[src/rtl/mux_2to1_demux.sv]
// Receive-side demux for the shared 1-bit link: steers each accepted bit to one of
// two channel engines, deserializes LSB-first into WIDTH-bit words, and presents them on valid/ready ports.
//
// Per-channel output state machine:
//   state | meaning
//   EMPTY | no unconsumed word in the output register
//   FULL  | output register holds a word awaiting ready
module mux_2to1_demux #(
    parameter int WIDTH = 8
) (
    input  logic             clk,
    input  logic             rst,
    input  logic             in,
    input  logic             select,
    input  logic             in_valid,
    output logic [WIDTH-1:0] out0,
    output logic             out0_valid,
    input  logic             out0_ready,
    output logic [WIDTH-1:0] out1,
    output logic             out1_valid,
    input  logic             out1_ready,
    output logic [1:0]       overrun
);

    localparam int CW = $clog2(WIDTH);
    localparam logic [CW-1:0] LAST = CW'(WIDTH - 1);

    typedef enum logic {EMPTY, FULL} ostate_t;

    logic [WIDTH-1:0] sh_q    [2];
    logic [CW-1:0]    cnt_q   [2];
    logic [WIDTH-1:0] out_q   [2];
    ostate_t          state_q [2];
    ostate_t          state_d [2];
    logic [1:0]       ovr_q;

    logic [WIDTH-1:0] word [2];
    logic [1:0]       accept;
    logic [1:0]       complete;
    logic [1:0]       ready;
    logic [1:0]       load;
    logic [1:0]       drop;

    always_comb begin
        ready  = {out1_ready, out0_ready};
        accept = {in_valid & select, in_valid & ~select};
        for (int k = 0; k < 2; k++) begin
            word[k]     = {in, sh_q[k][WIDTH-1:1]};
            complete[k] = accept[k] && (cnt_q[k] == LAST);
        end
    end

    // A completion while FULL reloads only if the consumer takes the old word on the same edge.
    always_comb begin
        load = 2'b00;
        drop = 2'b00;
        for (int k = 0; k < 2; k++) begin
            state_d[k] = state_q[k];
            case (state_q[k])
                EMPTY: begin
                    if (complete[k]) begin
                        load[k]    = 1'b1;
                        state_d[k] = FULL;
                    end
                end
                FULL: begin
                    if (complete[k]) begin
                        if (ready[k]) load[k] = 1'b1;
                        else          drop[k] = 1'b1;
                    end else if (ready[k]) begin
                        state_d[k] = EMPTY;
                    end
                end
                default: state_d[k] = EMPTY;
            endcase
        end
    end

    always_ff @(posedge clk) begin
        if (rst) begin
            for (int k = 0; k < 2; k++) begin
                sh_q[k]    <= '0;
                cnt_q[k]   <= '0;
                out_q[k]   <= '0;
                state_q[k] <= EMPTY;
            end
            ovr_q <= 2'b00;
        end else begin
            for (int k = 0; k < 2; k++) begin
                if (accept[k]) begin
                    sh_q[k]  <= word[k];
                    cnt_q[k] <= complete[k] ? '0 : cnt_q[k] + 1'b1;
                end
                if (load[k]) out_q[k] <= word[k];
                if (drop[k]) ovr_q[k] <= 1'b1;
                state_q[k] <= state_d[k];
            end
        end
    end

    assign out0       = out_q[0];
    assign out1       = out_q[1];
    assign out0_valid = (state_q[0] == FULL);
    assign out1_valid = (state_q[1] == FULL);
    assign overrun    = ovr_q;

endmodule

[config.mk]
export PLATFORM = sky130hd
export DESIGN_NAME = mux_2to1_demux
export DESIGN_NICKNAME = d
export VERILOG_FILES = /design/src/rtl/mux_2to1_demux.sv
export SDC_FILE = /design/constraint.sdc
export NUM_CORES = 1
export LEC_CHECK = 0
export CAP_MARGIN = 20
export CORE_ASPECT_RATIO = 0.75
export CORE_MARGIN = 5
export CORE_UTILIZATION = 55
export CTS_BUF_LIST = sky130_fd_sc_hd__clkbuf_4 sky130_fd_sc_hd__clkbuf_8
export CTS_CLUSTER_DIAMETER = 30
export DETAILED_ROUTE_END_ITERATION = 10
export GPL_ROUTABILITY_DRIVEN = 0
export PLACE_DENSITY = 0.78
export SLEW_MARGIN = 5
export SYNTH_ARGS = -nofsm -noshare
export SYNTH_HDL_FRONTEND = slang
export SYNTH_SLANG_ARGS = --single-unit
[constraint.sdc]
create_clock -name clk -period 1.92 [get_ports clk]
set_input_delay 0.192 -clock clk [delete_from_list [all_inputs] [get_ports clk]]
set_output_delay 0.192 -clock clk [all_outputs]
set_load 0.005 [all_outputs]
# --- Word level (Yosys, flattened, before mapping) ---
# Memories as Yosys holds them, arrays and structs flattened.
# Index checks and enable logic that the tools add are counted.
classes:
  muxes: 43
  n_reduce_logical: 2
  n_lt_le_gt_ge: 0
  shift: 0
  eq_ne: 2
  n_bitwise: 13
  div_mod_pow: 0
  mul: 0
  add_sub_neg: 2
op_table:
  columns: ["op", "count"]
  rows:
  - ["$mux W8", 4]
  - ["$mux W1", 31]
  - ["$mux W3", 4]
  - ["$or A1 B1 Y1", 8]
  - ["$pmux W1 S2", 4]
  - ["$add A3 B1 Y3 const B", 2]
  - ["$eq A3 B3 Y1 const B", 2]
  - ["$not A1 Y1", 3]
  - ["$and A1 B1 Y1", 2]
  - ["$logic_and A1 B1 Y1", 2]
word_totals:
  in_bits: 7
  mem_bits_rw: 40
  mem_bits_ro: 0
  word_cells: 68
  output_inout_bits: 20
  latchBits: 0
  ff_bits: 2
  memories: 4
mem_list:
  columns: ["memory", "words", "word_bits", "rd", "rd_clocked_by_memory_dff", "write_ports", "line", "rtl"]
  rows:
  - ["out_q", 2, 8, 2, 0, 2, "32", "logic [WIDTH-1:0] out_q [2];"]
  - ["sh_q", 2, 8, 2, 0, 2, "30", "logic [WIDTH-1:0] sh_q [2];"]
  - ["cnt_q", 2, 3, 2, 0, 2, "31", "logic [CW-1:0] cnt_q [2];"]
  - ["state_q", 2, 1, 2, 0, 2, "33", "ostate_t state_q [2];"]

# --- Depth between registers and ports, before layout ---
# Gate-level depths: netlist of the first run.
logic_depth:
  depth_word: 9
  mapped_depth: 6
  ltp_nobuf: 5

# --- Least setup slack after synthesis of the first run ---
# Ideal clock, no wire load.
synth_timing:
  path_kind: "register to register"
  start: "memory cnt_q[0][3] (netlist name)"
  end: "memory out_q[0][0] (data pin)"
  required_ps: 1649
  path_stages_with_launch: 7
  synth_period_minus_slack_ps: 1670
  arrival_ps: 1399
  slack_ps: 250
  path_buffers: 1
  path_cell_list: "edfxtp_1 > ha_1 > ha_1 > and3_2 > a22oi_4 > buf_12 > nor3b_2"
synth_rtl:
  columns: ["element", "line"]
  rows:
  - ["from (decl)", "31"]
  - ["to (decl)", "32"]

==> summary by stage, run 1 <==
Setup path
The endpoint kind of the worst setup timing path is a flip-flop. The cell depth of the worst flop-to-flop path is 6. The critical path's slowest cell is sky130_fd_sc_hd__edfxtp_1. Traced cell by cell, the critical path runs through ha_1 > ha_1 > and3_2 > a22oi_4 > buf_12 > nor3b_1. In this run the worst setup path terminates at out_q[0][9]$_SDFFCE_PN0P_. Counting stages on the worst path, the most repeated cell is sky130_fd_sc_hd__ha_1.

Among cell families on the critical path, the largest total delay comes from adder cells. The kind of critical path is reg2reg. The required time of the critical path is 1.96 ns. Counting both buffers and inverters, the worst setup path holds a total of 1.

The highest net fanout along the worst path is 15. The beginning of the worst register-to-register path is cnt_q[0][3]$_SDFFCE_PP0P_. The worst setup path startpoint is cnt_q[0][3]$_SDFFCE_PP0P_. The worst setup path is launched from a flip-flop. In this run the critical register-to-register path is captured at out_q[0][9]$_SDFFCE_PN0P_.

The setup check on the worst reg-to-reg path leaves a slack of 0.22 ns. The cell depth of the worst setup path is 6. STA puts the critical path data arrival time at 1.75 ns. The stage delay of the slowest cell on the critical path is 0.40 ns.

CTS
The buffers inserted during post-CTS setup optimization is 0. The maximum level of the CTS H-tree is 2. The number of buffers added to fix hold violations after cts is 0. The maximum root-to-sink buffer count is 2. The clock root buffer is sky130_fd_sc_hd__clkbuf_8. For the worst-skew pair, the clock arrives at the later sink with an insertion delay of 0.29 ns. After clock tree synthesis, the clock-pin slew on the worst setup and hold paths is 0.07 ns. TritonCTS built the clock tree. Counting the buffers created by CTS gives 5. The clock sink count is 40. The number of instances resized during post-cts repair is 0.

Final layout
The number of antenna diodes in the final layout is 0. The area growth from synthesis to final layout is 21.3%. The share of final-layout standard cells stronger than drive strength 1 is 0.206. In the final design database the tool counted 147 nets. The filler cells instantiated in the layout total 211.

Power and ir drop
The internal portion of total power is 1300 µW. The leakage component of the power is 0.000743 µW. The overall power after layout is 1650 µW. The switching power as a share of total power is 0.210. The total power per unit cell area is 793 mW/mm². The share of total power dissipated in the clock network is 0.316. Across the VDD grid, the largest voltage drop is 0.000545 V. Of the total power, registers draw 0.613.

Summed over all nets, the switching power comes to 347 µW. Of the total power, combinational logic draws 0.071.

Detailed routing
For this block, the via count after detailed routing is 933. The count of antenna-violating nets left after detailed routing is 0. The final layout contains routed wiring with a total length of 2680 µm. For this run, the detailed router's first-pass iteration total came to 4. The DRC violation count after routing is 0. For this block, the initial DRC count from the detailed router was 78.

The average vias per placed instance is 5.36. In the final routed layout, each cell accounts on average for 15.4 µm.

STA
The hold violation total from the final report is 0. Setup violations remaining at the end of the flow were counted as 0. The setup TNS is 0 ns. The slew at the pin with the worst max-slew slack is 0.619 ns. The number of pins exceeding their max-slew limit in the final report is 0. The worst-case headroom to the max-slew limit is 0.587. For this run, the top clock speed supported by timing is 587 MHz. Setup repair after global routing left no endpoint under its margin. The smallest clock period supported by the final layout is computed as 1.70 ns.

The share of the clock period used by the worst path after layout is 0.888. Clock skew on the completed layout was measured at 0.00764 ns.

Global routing
The overall routing resource usage is 0.145. The via count of the first global-routing pass came to 989. The remaining global-route overflow is 0. The first global-routing pass estimated 4640 µm of wire. The number of antenna violations at the first check in global routing is 0. The largest net degree at the start of global routing is 16.

Synthesis
By area the synthesized netlist is led by sky130_fd_sc_hd__edfxtp_1 63%, sky130_fd_sc_hd__nor3b_2 7.3%, sky130_fd_sc_hd__and2_1 6.2%, sky130_fd_sc_hd__dfxtp_1 4.7%, sky130_fd_sc_hd__ha_1 2.9%. The cell taking the most area after synthesis is sky130_fd_sc_hd__edfxtp_1. The synthesized instance count is 105.

The net count after synthesis is 116. Of the post-synthesis cell area, the dominant cell type holds 0.629. The synthesized flop and latch total is 40. Of all flip-flops after synthesis, the portion carrying an async set or reset was 0. Synthesis instantiated 26 different standard cells from the library. The most used flip-flop cell after synthesis is sky130_fd_sc_hd__edfxtp_1. After synthesis, the mean cell area works out to 16.4 µm². The Yosys step of the flow raised 0 warnings. Yosys mapped a number of flops with a built-in enable equal to 36.

For this run, the register share of the synthesized area comes to 0.676. After synthesis the cells add up to 0.00172 mm². Yosys instantiated no cell more often than sky130_fd_sc_hd__edfxtp_1. Ranked by instance count, the synthesized netlist is headed by 36 x sky130_fd_sc_hd__edfxtp_1, 17 x sky130_fd_sc_hd__and2_1, 10 x sky130_fd_sc_hd__nor3b_2, 5 x sky130_fd_sc_hd__nor3b_1.

Min path
The worst hold path begins at overrun[0]$_SDFFE_PP0P_. The path class of the tightest hold or removal check is reg2reg.

Run
Max-cap violations in this run came to 0.

Status
The run finished with clean final reports.

Placed design
The placed wire-length estimate is 1900 µm. The port buffer count is 26.

Floorplanning
The top-level port count is 27. The floorplan step set the die height to 58.4 µm. For this configuration, the core starts out at a cell density of 0.577.

The area inside the core boundary is 0.00298 mm². The chip width is 74.5 µm. The floorplan step defined a die boundary enclosing 0.00435 mm². The number of placement rows is 17.
[cell type report]
class                           count  area (µm²)  area share
Clock buffer                        5        68.8      0.0330
Tap cell                           38        47.5      0.0228
Inverter                            1        3.75     0.00180
Clock inverter                      2        12.5     0.00601
Timing Repair Buffer               29         295       0.142
Sequential cell                    40        1160       0.557
Multi-Input combinational cell     59         494       0.237
[layout by cell type, fill, tap and decap left out, drive strengths merged, types with 2 or more instances in the layout]
master / n
nand3: 2
buf: 3
dfxtp: 4
a21o: 4
clkdlybuf4s50: 26
a21oi: 4
edfxtp: 36
nor3b: 15
or2b: 2
clkbuf: 5
nand2b: 2
nor2b: 3
and2: 17
ha: 4
[per-stage QoR]
step / hold slack [ns] / instances / worst slack (ns) / util / area (µm²)
after detailed placement: 0.459 / 167 / 0.201 / 0.672 / 2000
after global routing: 0.516 / 174 / 0.149 / 0.700 / 2080
final: 0.476 / 174 / 0.215 / 0.700 / 2080
after floorplan: 0.362 / 105 / 0.250 / - / 1720
after global placement: 0.451 / 167 / 0.236 / 0.672 / 2000
after CTS: 0.486 / 174 / 0.207 / 0.700 / 2080
[power groups by stage]
| stage | clock network [µW] | logic, µW | registers, µW |
|---|---|---|---|
| 2_1_floorplan | 0 | 64.4 | 1030 |
| 5_1_grt | 581 | 130 | 1020 |
| 6_report | 521 | 118 | 1010 |
| 3_3_place_gp | 0 | 114 | 1030 |
| 4_1_cts | 539 | 120 | 1010 |
| 3_5_place_dp | 0 | 120 | 1030 |
[worst min-delay path by stage]
stage,cells past startpoint,endpoint,slack (ns)
2_1_floorplan,2,state_q[0][1]$_SDFF_PP0_,0.36
6_report,2,overrun[0]$_SDFFE_PP0P_,0.48
3_3_place_gp,2,overrun[0]$_SDFFE_PP0P_,0.45
4_1_cts,2,overrun[0]$_SDFFE_PP0P_,0.49
5_1_grt,2,overrun[0]$_SDFFE_PP0P_,0.52
3_5_place_dp,2,overrun[0]$_SDFFE_PP0P_,0.46
[logic make-up after synthesis]
group | synth area share
adders and majority gates | 0.0291
buffers and inverters | 0.0364
AOI/OAI and AO/OA | 0.0532
and+or+nand+nor | 0.205
DFF | 0.676
[worst reg2reg max path: stages (launching register included)]
cell                       delay [ns]
sky130_fd_sc_hd__edfxtp_1        0.40
sky130_fd_sc_hd__ha_1            0.22
sky130_fd_sc_hd__ha_1            0.21
sky130_fd_sc_hd__and3_2          0.24
sky130_fd_sc_hd__a22oi_4         0.15
sky130_fd_sc_hd__buf_12          0.18
sky130_fd_sc_hd__nor3b_1         0.07
[state kept, by name, summed over array words and instances (netlist names)]
signal,cells
out_q,16
sh_q,14
cnt_q,6
overrun,2
state_q,2
[routing by layer]
| metal | vias up | global-route usage | wire length, µm |
|---|---|---|---|
| met4 | 0 | 0.0761 | 55 |
| li1 | 444 | - | - |
| met3 | 10 | 0.0461 | 198 |
| met2 | 36 | 0.219 | 1230 |
| met5 | - | 0 | 0 |
| met1 | 443 | 0.186 | 1190 |
(Power assumes the default switching activity.)
==> run 2, diff against run 1 <==
Settings changed: CORE_ASPECT_RATIO 0.75 to 1.2, GPL_TIMING_DRIVEN set to 1.
==> run 2 against run 1 <==
- setup slack worse by 0.037 ns
- hold slack gained 0.011 ns
- final cell count is 1.1% lower
- sequential share of layout area grew 0.44 points
- global-route usage decreased by 0.28 points
- largest cell class unchanged
- first-iteration DRC count fell by 92%
==> summary by stage, run 2 (synthesis gave the netlist of run 1 again) <==
Status
The flow ran to the end, and the final reports show no timing, DRC or antenna violations.

Detailed routing
The total routed wirelength is 2760 µm (+3.2%). The average vias per placed instance is 5.38 (+0.40%). The first-pass detailed-route iteration total came to 2 (-2). The detailed router's first-iteration violation count was 6 (-92%). The final routed wire length divided by cell count is 16.1 µm (+4.4%).

The number of vias in the routed layout was 926 (-0.75%). The count of antenna-violating nets left after detailed routing is 0 (unchanged). The DRC violation count after routing is 0 (unchanged).

Placed design
The post-placement worst setup slack came to 0.175 ns (-0.0257 ns). The placed wire-length estimate was 1940 µm (+2.1%). The placed standard-cell area was 0.00199 mm² (-0.50%). The cell count after placement is 164 (-1.8%).

The port buffer count was 26 (unchanged).

Floorplanning
The total die area is 0.00435 mm² (-0.16%). The number of placement rows came to 22 (+5). The top-level port count is 27 (unchanged). The chip width was 61.0 µm (-18%). The starting density of the core is 0.567 (-0.00954). The floorplan die height is 71.2 µm (+22%). The area inside the core boundary is 0.00303 mm² (+1.7%).

STA
The slew at the pin with the worst max-slew slack is 0.633 ns (+0.0147 ns). Setup repair after global routing left no endpoint under its margin. The final setup slack of the worst path is 0.179 ns (-0.0365 ns). The final period demand of the worst path was 1.74 ns (+0.0365 ns). The total of endpoints with negative setup slack in the final report is 0 (unchanged). The worst-case headroom to the max-slew limit is 0.577 (-0.00983). The share of the clock period used by the worst path after layout is 0.907 (+0.0190). The maximum clock rate came to 574 MHz (-2.1%). The setup TNS is 0 ns (unchanged). The clock skew after layout is 0.00794 ns (+0.000305 ns). The number of pins exceeding their max-slew limit in the final report is 0 (unchanged).

The hold violation total from the final report was 0 (unchanged).

Final layout
The number of nets in the layout was 146 (-0.68%). Ranked by flip-flop count, first place goes to out_q. The count of filler cells inserted in the layout came to 235 (+11%). The largest registers in the layout are out_q x16, sh_q x14, cnt_q x6. The sequential cell area is 0.00116 mm² (unchanged). The fraction of the core area covered by cells at the end of the flow was 0.683 (-0.0169). The final cell count without fillers is 172 (-1.1%). The library cell used most frequently in the layout, excluding fill and tap cells, is sky130_fd_sc_hd__edfxtp_1. The library cells used most frequently in the layout, excluding fill and tap cells, are 36 x sky130_fd_sc_hd__edfxtp_1, 26 x sky130_fd_sc_hd__clkdlybuf4s50_1, 17 x sky130_fd_sc_hd__and2_1. The final design instance area without fill is 0.00207 mm² (-0.78%). The final antenna diode count was 0 (unchanged). The flip-flop count of the largest register, all copies and words added came to 16 (unchanged). The area of combinational cells with multiple inputs is 494 µm² (unchanged). The share of final-layout standard cells stronger than drive strength 1 is 0.191 (-0.0147). The area growth from synthesis to final layout is 20.3%.

Setup path
Traced cell by cell, the critical path runs through ha_1 > ha_1 > and3_2 > a22oi_4 > buf_12 > nor3b_1. The cell depth of the worst setup path is 6 (unchanged). The type of origin of the critical path is a flip-flop.

The stage delay of the slowest cell on the critical path is 0.42 ns (+0.02 ns). The endpoint kind of the worst setup timing path is a flip-flop. The cell that appears most often on the critical path is sky130_fd_sc_hd__ha_1. The highest net fanout along the worst path is 15 (unchanged). The cell depth of the worst flop-to-flop path was 6 (unchanged). The critical path's slowest cell is sky130_fd_sc_hd__edfxtp_1.

The required time of the critical path is 2.00 ns (+0.04 ns). In this design, the largest share of critical-path delay is due to adder cells. The data arrival time of the critical path was 1.82 ns (+0.07 ns). The count of buffer and inverter cells on the critical path is 1 (unchanged). The kind of critical path is reg2reg.

Global routing
The largest net degree at the start of global routing is 18 (+2). The via count of the first global-routing pass was 912 (-7.8%). The remaining global-route overflow is 0 (unchanged). The number of antenna violations at the first check in global routing is 0 (unchanged). The first-pass GRT wire length is 4490 µm (-3.1%).

The overall routing resource usage was 0.142 (-0.00276).

CTS
The buffers inserted during post-CTS setup optimization is 0 (unchanged). The clock-pin slew on the worst setup and hold paths is 0.10 ns (+0.03 ns). The number of instances resized during post-cts repair is 0 (unchanged).

The maximum level of the CTS H-tree is 2 (unchanged). The maximum root-to-sink buffer count is 2 (unchanged). The clock latency on the worst-skew pair is 0.33 ns (+0.04 ns).

The clock root buffer is sky130_fd_sc_hd__clkbuf_4. The number of buffers added to fix hold violations after cts is 0 (unchanged). The total CTS buffers is 5 (unchanged). The CTS tree is built. The clock sink count is 40 (unchanged).

Power and ir drop
The leakage component of the power is 0.000738 µW (-0.61%). The total power per unit cell area is 798 mW/mm² (+0.69%). The maximum vdd drop is 0.000644 V (+18%).

Run
The number of maximum-capacitance violations came to 0 (unchanged).

Min path
The worst hold path belongs to the class reg2reg. The cell depth of the worst hold path is 2 (unchanged).
run 2: cell types whose count changed in the layout (fill, tap and decap cells not counted), sizes merged:
cell / delta
clkinv: +1
bufinv: +1
buf: -1
clkinvlp: -1
run 2: layer usage:
| metal | part of all wire | GRT usage | vias to the layer above |
|---|---|---|---|
| li1 | - | - | 445 |
| met1 | 0.44 | 0.185 | 451 |
| met2 | 0.49 | 0.218 | 24 |
| met3 | 0.052 | 0.0486 | 6 |
| met4 | 0.014 | 0.0506 | 0 |
| met5 | 0 | 0 | - |
run 2: cell type report:
cell class | count | share of cell area
well taps | 36 | 0.0218
repair buffers | 28 | 0.139
clock inverters | 3 | 0.0182
flip-flops and latches | 40 | 0.562
clock buffers | 5 | 0.0182
inverters | 1 | 0.00182
multi-input cells | 59 | 0.239
run 2: worst paths after layout:
check                       startpoint                   endpoint  slack (ns)
min            overrun[0]$_SDFFE_PP0P_    overrun[0]$_SDFFE_PP0P_        0.49
max          cnt_q[0][3]$_SDFFCE_PP0P_  out_q[0][8]$_SDFFCE_PN0P_        0.18
max reg2reg  cnt_q[0][3]$_SDFFCE_PP0P_  out_q[0][8]$_SDFFCE_PN0P_        0.18
min reg2reg    overrun[0]$_SDFFE_PP0P_    overrun[0]$_SDFFE_PP0P_        0.49
run 2: metrics by stage:
step	hold slack, ns	total power (µW)
CTS	0.496	1670
detailed placement	0.471	1150
global route	0.527	1730
floorplan	0.362	1090
global placement	0.473	1140
finish	0.487	1650
run 2: worst min-delay path, cell delays in order, from the launching register on:
cell and delay (ns):
sky130_fd_sc_hd__dfxtp_1 0.35, sky130_fd_sc_hd__nand2b_1 0.06, sky130_fd_sc_hd__o31ai_1 0.05
run 2: report_power, final:
group | internal (µW) | switching (µW)
logic | 62.0 | 55.2
clock network | 266 | 254
registers | 995 | 17.1
total | 1320 | 327
==> run 3, diff against run 2 <==
Settings changed: GPL_ROUTABILITY_DRIVEN 0 to not set.
==> results of run 3 <==
Final layout, timing and power as in run 2 (identical DEF).
